### config.mk
export PLATFORM = sky130hd
export DESIGN_NAME = seg7_capture
export DESIGN_NICKNAME = d
export VERILOG_FILES = /design/src/rtl/seg7_pkg.sv /design/src/rtl/seg7_glyph_decode.sv /design/src/rtl/seg7_capture.sv
export SDC_FILE = /design/constraint.sdc
export NUM_CORES = 1
export LEC_CHECK = 0
export ABC_AREA = 0
export CORE_UTILIZATION = 30
export CTS_CLUSTER_SIZE = 20
export DETAILED_ROUTE_END_ITERATION = 16
export HOLD_SLACK_MARGIN = 0.03
export PLACE_DENSITY = 0.51
export SYNTH_ARGS = -nofsm -noshare
export SYNTH_HDL_FRONTEND = slang
export SYNTH_HIERARCHICAL = 1
export SYNTH_SLANG_ARGS = --single-unit
### constraint.sdc
create_clock -name clk -period 3.1 [get_ports clk]
set_input_delay 0.465 -clock clk [delete_from_list [all_inputs] [get_ports clk]]
set_output_delay 0.465 -clock clk [all_outputs]
set_load 0.01 [all_outputs]
### src/rtl/seg7_pkg.sv
// Shared constants and types for the seven-segment read-back path.
// Patterns are active-low: bit 7 is the dot, bits 6:0 are segments g..a.
package seg7_pkg;

    localparam logic [7:0] SEG7_GLYPH_0 = 8'hC0;
    localparam logic [7:0] SEG7_GLYPH_1 = 8'hF9;
    localparam logic [7:0] SEG7_GLYPH_2 = 8'hA4;
    localparam logic [7:0] SEG7_GLYPH_3 = 8'hB0;
    localparam logic [7:0] SEG7_GLYPH_4 = 8'h99;
    localparam logic [7:0] SEG7_GLYPH_5 = 8'h92;
    localparam logic [7:0] SEG7_GLYPH_6 = 8'h82;
    localparam logic [7:0] SEG7_GLYPH_7 = 8'hF8;
    localparam logic [7:0] SEG7_GLYPH_8 = 8'h80;
    localparam logic [7:0] SEG7_GLYPH_9 = 8'h98;
    localparam logic [7:0] SEG7_GLYPH_A = 8'h88;
    localparam logic [7:0] SEG7_GLYPH_B = 8'h83;
    localparam logic [7:0] SEG7_GLYPH_C = 8'hC6;
    localparam logic [7:0] SEG7_GLYPH_D = 8'hA1;
    localparam logic [7:0] SEG7_GLYPH_E = 8'h86;
    localparam logic [7:0] SEG7_GLYPH_F = 8'h8E;

    // Dot lit, every segment dark.
    localparam logic [7:0] SEG7_DOT = 8'h7F;

    typedef enum logic [1:0] {
        IDLE   = 2'd0,
        TRACK  = 2'd1,
        LOCKED = 2'd2
    } seg7_state_t;

endpackage

### src/rtl/seg7_glyph_decode.sv
// Combinational glyph lookup: 8-bit active-low pattern -> {legal, nibble}.
// Any pattern outside the sixteen hex glyphs (including a lit dot) is illegal.
module seg7_glyph_decode
    import seg7_pkg::*;
(
    input  logic [7:0] i_pattern,
    output logic       o_legal,
    output logic [3:0] o_nibble
);

    always_comb begin
        o_legal  = 1'b1;
        o_nibble = 4'h0;
        case (i_pattern)
            SEG7_GLYPH_0: o_nibble = 4'h0;
            SEG7_GLYPH_1: o_nibble = 4'h1;
            SEG7_GLYPH_2: o_nibble = 4'h2;
            SEG7_GLYPH_3: o_nibble = 4'h3;
            SEG7_GLYPH_4: o_nibble = 4'h4;
            SEG7_GLYPH_5: o_nibble = 4'h5;
            SEG7_GLYPH_6: o_nibble = 4'h6;
            SEG7_GLYPH_7: o_nibble = 4'h7;
            SEG7_GLYPH_8: o_nibble = 4'h8;
            SEG7_GLYPH_9: o_nibble = 4'h9;
            SEG7_GLYPH_A: o_nibble = 4'hA;
            SEG7_GLYPH_B: o_nibble = 4'hB;
            SEG7_GLYPH_C: o_nibble = 4'hC;
            SEG7_GLYPH_D: o_nibble = 4'hD;
            SEG7_GLYPH_E: o_nibble = 4'hE;
            SEG7_GLYPH_F: o_nibble = 4'hF;
            default:      o_legal  = 1'b0;
        endcase
    end

endmodule

### src/rtl/seg7_capture.sv
// Reads back a multiplexed active-low seven-segment bus: stability filter,
// glyph decode, word assembly and illegal-glyph flagging. Option: SEG7_DOT_IGNORE_EN.
module seg7_capture
    import seg7_pkg::*;
#(
    parameter int DIGITS        = 4,
    parameter int STABLE_CYCLES = 4
) (
    input  logic                      clk,
    input  logic                      rst,
    input  logic [7:0]                seg_in,
    input  logic [DIGITS-1:0]         dig_sel,
    input  logic                      sample_en,
    output logic [4*DIGITS-1:0]       word_out,
    output logic                      word_valid,
    output logic                      err,
    output logic [$clog2(DIGITS)-1:0] err_digit
);

    localparam int                IDX_W     = $clog2(DIGITS);
    localparam logic [3:0]        STABLE_N  = 4'(STABLE_CYCLES);
    localparam logic [DIGITS-1:0] MASK_FULL = '1;

    seg7_state_t         r_state, w_state_next;
    logic [7:0]          r_seg, w_seg_next;
    logic [DIGITS-1:0]   r_sel, w_sel_next;
    logic [3:0]          r_count, w_count_next;
    logic                w_eval;

    logic [4*DIGITS-1:0] r_slots, w_slots_upd;
    logic [DIGITS-1:0]   r_mask, w_mask_upd;
    logic [4*DIGITS-1:0] r_word_out;
    logic                r_word_valid;
    logic                r_err;
    logic [IDX_W-1:0]    r_err_digit;

    logic [7:0]          w_seg;
    logic                w_onehot;
    logic                w_qual;
    logic                w_same;
    logic                w_legal;
    logic [3:0]          w_nibble;
    logic [IDX_W-1:0]    w_idx;

`ifdef SEG7_DOT_IGNORE_EN
    assign w_seg = seg_in | ~SEG7_DOT;
`else
    assign w_seg = seg_in;
`endif

    assign w_onehot = (dig_sel != '0) && ((dig_sel & (dig_sel - DIGITS'(1))) == '0);
    assign w_qual   = sample_en && w_onehot;
    assign w_same   = (w_seg == r_seg) && (dig_sel == r_sel);

    always_comb begin
        w_idx = '0;
        for (int i = 0; i < DIGITS; i++) begin
            if (dig_sel[i]) w_idx = IDX_W'(i);
        end
    end

    seg7_glyph_decode u_decode (
        .i_pattern (w_seg),
        .o_legal   (w_legal),
        .o_nibble  (w_nibble)
    );

    // Candidate slot/mask contents if the current sample is captured.
    generate
        for (genvar gi = 0; gi < DIGITS; gi++) begin : g_slot
            assign w_slots_upd[4*gi +: 4] = dig_sel[gi] ? w_nibble : r_slots[4*gi +: 4];
        end
    endgenerate
    assign w_mask_upd = r_mask | dig_sel;

    always_ff @(posedge clk or posedge rst) begin
        if (rst) r_state <= IDLE;
        else     r_state <= w_state_next;
    end

    always_comb begin
        w_state_next = r_state;
        w_seg_next   = r_seg;
        w_sel_next   = r_sel;
        w_count_next = r_count;
        w_eval       = 1'b0;
        if (sample_en && !w_onehot) begin
            w_state_next = IDLE;
            w_count_next = 4'd0;
        end else if (w_qual) begin
            if ((r_state == TRACK) && w_same) begin
                w_count_next = r_count + 4'd1;
            end else if ((r_state == IDLE) || !w_same) begin
                w_state_next = TRACK;
                w_seg_next   = w_seg;
                w_sel_next   = dig_sel;
                w_count_next = 4'd1;
            end
            // Reaching the threshold in TRACK (including a fresh load when it is 1) evaluates once.
            if ((w_state_next == TRACK) && (w_count_next == STABLE_N)) begin
                w_eval       = 1'b1;
                w_state_next = LOCKED;
            end
        end
    end

    always_ff @(posedge clk or posedge rst) begin
        if (rst) begin
            r_seg        <= '0;
            r_sel        <= '0;
            r_count      <= '0;
            r_slots      <= '0;
            r_mask       <= '0;
            r_word_out   <= '0;
            r_word_valid <= 1'b0;
            r_err        <= 1'b0;
            r_err_digit  <= '0;
        end else begin
            r_seg        <= w_seg_next;
            r_sel        <= w_sel_next;
            r_count      <= w_count_next;
            r_word_valid <= 1'b0;
            r_err        <= 1'b0;
            if (w_eval) begin
                if (w_legal) begin
                    r_slots <= w_slots_upd;
                    if (w_mask_upd == MASK_FULL) begin
                        r_word_out   <= w_slots_upd;
                        r_word_valid <= 1'b1;
                        r_mask       <= '0;
                    end else begin
                        r_mask <= w_mask_upd;
                    end
                end else begin
                    r_err       <= 1'b1;
                    r_err_digit <= w_idx;
                end
            end
        end
    end

    assign word_out   = r_word_out;
    assign word_valid = r_word_valid;
    assign err        = r_err;
    assign err_digit  = r_err_digit;

endmodule

==> results.cfg, run 1 <==
[timing]
min_period_ps = 2890
worst_slack_ps = 212
rsz0062_at_grt = false
slew_headroom = 0.651
setup_viol = 0
hold_viol = 0
finalCritPeriodShare = 0.932
fmax_mhz = 346
maxSlewViolCount = 0
timing_worst_slew_pin_value_ps = 521
skew_ps = 12.4
timing.setup.tns_ps = 0

[synthesis]
syn-mean-instance-area_sq_um = 11.8
synth_ff_type = dfrtp_1
syn-num-nets = 296
synth.most_common_cell = dfrtp_1
ys_async_sr_fraction = 1.00
synth_largest_area_cell = dfrtp_1
netlist_instances = 280
synth_top_area_share = 0.438
synth_area_sq_mm = 0.00331
ys_top_cells_by_count = 58 x dfrtp_1, 36 x mux2_2, 24 x mux2_1
yosysWarnings = 6
synthTopCellsByArea = dfrtp_1 44%, mux2_2 12%, mux2_1 8.2%, xor2_1 3.4%, nor4_4 2.6%
ys_ff_latch = 58
synth_edf_count = 0
synth_cell_types = 56
ys_seq_area_frac = 0.438

[power]
combPwrFrac = 0.137
p_sw_w = 0.000483
internal_power_w = 0.00138
clockPowerShare = 0.422
cellPowerDensity_mw_per_mm2 = 435
swShare = 0.260
p_seq_frac = 0.440
p_leak_nw = 1.98
vdd_drop_max_v = 0.000328

[min_path]
hp-class = in2async

[clock_network]
clk_latency_ps = 340
clockBufferDepth = 2
tritoncts = done
cts.sinks = 58
cts-buffers-inserted = 9
clkSlewWorstSetupHoldPaths_ps = 70
post_cts_resized = 0
root_buffer = clkbuf_8
postCtsHoldBufs = 0
postCtsSetupRepairBufs = 0
cts_max_level = 3

[drt]
drc = 0
firstDrtPassIters = 4
wl_per_cell_um = 14.3
drt-total-wl_um = 7040
drt_iter0_drc = 88
viasPerCell = 4.90
vias = 2416
antenna_left = 0

[finish]
fin_area_sq_mm = 0.00428
final_util = 0.397
syn2layout_area_growth_pct = 29.3
antenna_cells = 0
nets = 364
final_layout_size_suffix_gt1_frac = 0.337

[worst_setup_path]
arrival_ps = 3110
crit_type = in2reg
crit_chain = clkdlybuf4s50_1 > and4bb_2 > a211oi_1 > o21ai_0 > a31oi_1 > nand4_1 > buf_4 > or4_4 > mux2_4
cp_max_fo = 4
cp_slowest_stage_delay_ps = 540
cp_slowest_cell = or4_4
end_kind = register
crit_family = simple AND/OR/NAND/NOR gates
cp.buffers_inverters = 2
start_kind = input port
cp.required_ps = 3320

[floorplan]
rows = 38
io_pins = 35
die_h_um = 107
die_area_sq_mm = 0.0115
coreArea_sq_mm = 0.0108
initial_utilization = 0.307
fp.dieW_um = 107

[global_routing]
grt_max_degree = 59
antenna_found_initial = 0
grt_pass1_wl_um = 12400
overflow = 0
grt_pass1_vias = 2485
grtUsageTotal = 0.138

[place]
post_dp_cell_area_sq_mm = 0.00406
io_buffer_count = 34
hpwlAfterDp_um = 5090
place_congestion = 0.773
pre_cts_ws_ps = -107

[job]
drv_cap = 0

[run_status]
status = finished clean
-- worst paths after layout --
path / endpoint / startpoint / depth (start not counted) / slack, ps
max: err_digit[0] / seg_in[2] / 9 / 210
min: r_slots[6] / rst / 3 / 480
max reg2reg: word_out[7] / r_count[0] / 7 / 600
min reg2reg: r_slots[13] / r_slots[13] / 1 / 480
max in group asynchronous: r_seg[3] / rst / 3 / 2320
min in group clk: r_slots[13] / r_slots[13] / 1 / 480
-- stage by stage --
stage	total power, W	hold slack [ps]	std cells
CTS	0.00190	487	493
floorplan	0.000997	454	280
finish	0.00186	477	493
global route	0.00196	516	493
global placement	0.00109	464	477
detailed placement	0.00109	471	477
-- power groups by stage --
stage          logic (W)  clock network, W  registers, W
2_1_floorplan   0.000170                 0      0.000827
3_3_place_gp    0.000257                 0      0.000832
3_5_place_dp    0.000260                 0      0.000834
4_1_cts         0.000261          0.000816      0.000819
5_1_grt         0.000283          0.000849      0.000827
6_report        0.000256          0.000786      0.000819
-- placed cells by master (no fill, tap or decap), types with 2 or more instances in the layout --
cell | synthesis | layout
a31oi_1 | 4 | 4
a2bb2oi_1 | 2 | 2
and4bb_2 | 2 | 2
nand3_1 | 6 | 6
o22ai_1 | 4 | 4
inv_1 | 8 | 7
mux2_2 | 36 | 36
nand2_1 | 15 | 15
buf_12 | 0 | 2
inv_6 | 0 | 2
nor2b_1 | 2 | 2
nand2b_1 | 4 | 4
clkinvlp_4 | 0 | 2
or3_1 | 3 | 3
or2_2 | 2 | 2
nor4_4 | 4 | 5
nor2_1 | 11 | 11
nor3_1 | 3 | 3
o2bb2ai_1 | 2 | 2
a211oi_1 | 2 | 2
dfrtp_1 | 58 | 58
nand4_1 | 4 | 4
clkdlybuf4s50_1 | 0 | 34
o21ba_2 | 4 | 4
clkbuf_8 | 0 | 9
nand3b_1 | 4 | 4
xor2_1 | 13 | 13
a21oi_1 | 7 | 7
bufinv_16 | 0 | 2
a211o_1 | 2 | 2
buf_4 | 2 | 38
o21a_1 | 2 | 2
mux2_1 | 24 | 24
nor4_2 | 4 | 3
mux2i_1 | 2 | 2
o21ai_0 | 8 | 8
-- metal layers --
layer / GRT usage / wire length (um) / part of all wire / vias to the layer above
met5: 0 / 0 / 0 / -
met4: 0.0333 / 70 / 0.0099 / 0
met3: 0.0395 / 257 / 0.037 / 5
met2: 0.225 / 3310 / 0.47 / 42
met1: 0.179 / 3400 / 0.48 / 1208
li1: - / - / - / 1161
-- flip-flops by register name, indices dropped and copies added, names as in the netlist --
register	cells
word_valid	1
r_slots	16
err	1
r_state	2
r_seg	8
r_count	4
r_sel	4
word_out	16
err_digit	2
r_mask	4
-- kinds of logic after synthesis --
logic type,count (synthesis),share of synthesized area
AOI/OAI and AO/OA,43,0.0944
muxes,63,0.215
adders and majority gates,1,0.00378
DFF,58,0.438
buffers and inverters,25,0.0408
and+or+nand+nor,77,0.174
xor gates and xnor gates,13,0.0344
-- cell type report --
cell class / instances / area, sq um
inverter: 8 / 30.0
clock inverter: 7 / 101
fill: 1033 / 6510
timing repair buffer: 74 / 666
clock buffer: 9 / 124
sequential: 58 / 1450
multi-input combinational: 197 / 1740
tap: 140 / 175
-- worst min-delay path, delay by kind of cell --
| family | cells | cell delay, ps |
|---|---|---|
| buffers and inverters | 3 | 740 |
Note: power is estimated with default switching activity, not from simulation.
==> inputs of run 2 (changes only) <==
- CORE_MARGIN: unset -> 2
==> results.cfg, run 2 (synthesized netlist as in run 1, its figures left out) <==
[run_status]
status = finished clean

[drt]
met2_length_um = 3390
firstDrtPassIters = 4
vias = 2387
antenna_left = 0
drc = 0
drt-total-wl_um = 7260
wl_met1_um = 3550
routed.top_layer = met4
wl_per_cell_um = 14.7
viasPerCell = 4.83
drt_iter0_drc = 147
wl_met3_um = 239

[finish]
antenna_cells = 0
mostFrequentLayoutCells = 58 x dfrtp_1, 40 x buf_4, 36 x mux2_2, 34 x clkdlybuf4s50_1, 24 x mux2_1
nets = 365
syn2layout_area_growth_pct = 27.5
final_layout_size_suffix_gt1_frac = 0.336
final_common_cell = dfrtp_1
final_util = 0.391
final-instance-count-excl-fill = 494

[timing]
rsz0062_at_grt = false
min_period_ps = 2880
fmax_mhz = 347
timing_worst_slew_pin_value_ps = 747
maxSlewViolCount = 0
hold_viol = 0
finalCritPeriodShare = 0.929
skew_ps = 7.86
setup_viol = 0
slew_headroom = 0.501

[floorplan]
coreArea_sq_mm = 0.0108
die_h_um = 109
initial_utilization = 0.307
die_area_sq_mm = 0.0119
io_pins = 35
rows = 38
fp.dieW_um = 109

[worst_setup_path]
cp_slowest_stage_delay_ps = 540
crit_type = in2reg
start_kind = input port
crit_chain = clkdlybuf4s50_1 > and4bb_2 > a211oi_1 > o21ai_0 > a31oi_1 > nand4_1 > buf_4 > or4_4 > mux2_4
cp.required_ps = 3320
end_kind = register
arrival_ps = 3100
cp_max_fo = 7
cp_slowest_cell = or4_4

[job]
drv_cap = 0

[min_path]
hp-class = reg2reg

[global_routing]
grt_pass1_wl_um = 12300
grtUsageTotal = 0.134
grt_max_degree = 36
overflow = 0
grt_pass1_vias = 2511
antenna_found_initial = 0

[power]
vdd_drop_max_v = 0.000319
cellPowerDensity_mw_per_mm2 = 398
p_leak_nw = 1.96

[place]
io_buffer_count = 34
hpwlAfterDp_um = 5230
dp_cells = 478
place_congestion = 0.803

[clock_network]
postCtsSetupRepairBufs = 0
cts-buffers-inserted = 9
clockBufferDepth = 2
clkSlewWorstSetupHoldPaths_ps = 60
cts.sinks = 58
clk_latency_ps = 330
root_buffer = clkbuf_8
post_cts_resized = 0
tritoncts = done
postCtsHoldBufs = 0
cts_max_level = 3
==> run 2: cell count changes in the layout (fill, tap and decap cells not counted), sizes merged <==
cell	before	now
buf	40	41
bufinv	2	0
clkbuf	9	11
clkinv	1	3
inv	10	8
==> run 2: worst paths after layout <==
kind / from / endpoint / slack (ps) / cells after the start
max: seg_in[0] / err_digit[0] / 220 / 9
min: r_slots[13] / r_slots[13] / 490 / 1
max reg2reg: r_count[0] / word_out[1] / 570 / 7
min reg2reg: r_slots[13] / r_slots[13] / 490 / 1
max in group asynchronous: rst / r_count[0] / 1800 / 3
min in group asynchronous: rst / word_out[6] / 580 / 2
==> run 2: worst max-delay path: cells and delay by family <==
family | cells | cell delay (ps)
and+or+nand+nor | 3 | 1030
buffers and inverters | 2 | 720
AOI/OAI and AO/OA | 3 | 570
muxes | 1 | 300
==> run 2: layout make-up <==
type                    instances  area [sq um]
fillers                      1055          6570
multi-input cells             197          1740
flip-flops and latches         58          1450
repair buffers                 75           661
well taps                     140           175
clock buffers                  11           141
clock inverters                 5          30.0
inverters                       8          30.0
==> run 2: routing by layer <==
| layer | global-route usage | vias up |
|---|---|---|
| met5 | 0 | - |
| met4 | 0.0394 | 0 |
| met3 | 0.0335 | 7 |
| met2 | 0.211 | 46 |
| met1 | 0.183 | 1165 |
| li1 | - | 1169 |
==> run 2: metrics by stage <==
stage                     total power [W]  hold WS (ps)  area [sq um]  TNS [ps]  setup slack [ps]
after detailed placement          0.00109           475          4050     -1650             -93.4
after floorplan                  0.000997           454          3310         0               336
final                             0.00168           486          4220         0               221
after global routing              0.00177           508          4220         0              39.9
after CTS                         0.00171           491          4220         0               253
after global placement            0.00109           464          4050      -594             -43.1
==> run 2: where the power goes <==
part           internal (W)  switching, W  total, W
sequential         0.000793     0.0000271  0.000820
combinational      0.000122      0.000132  0.000254
clock              0.000307      0.000299  0.000606
total               0.00122      0.000458   0.00168
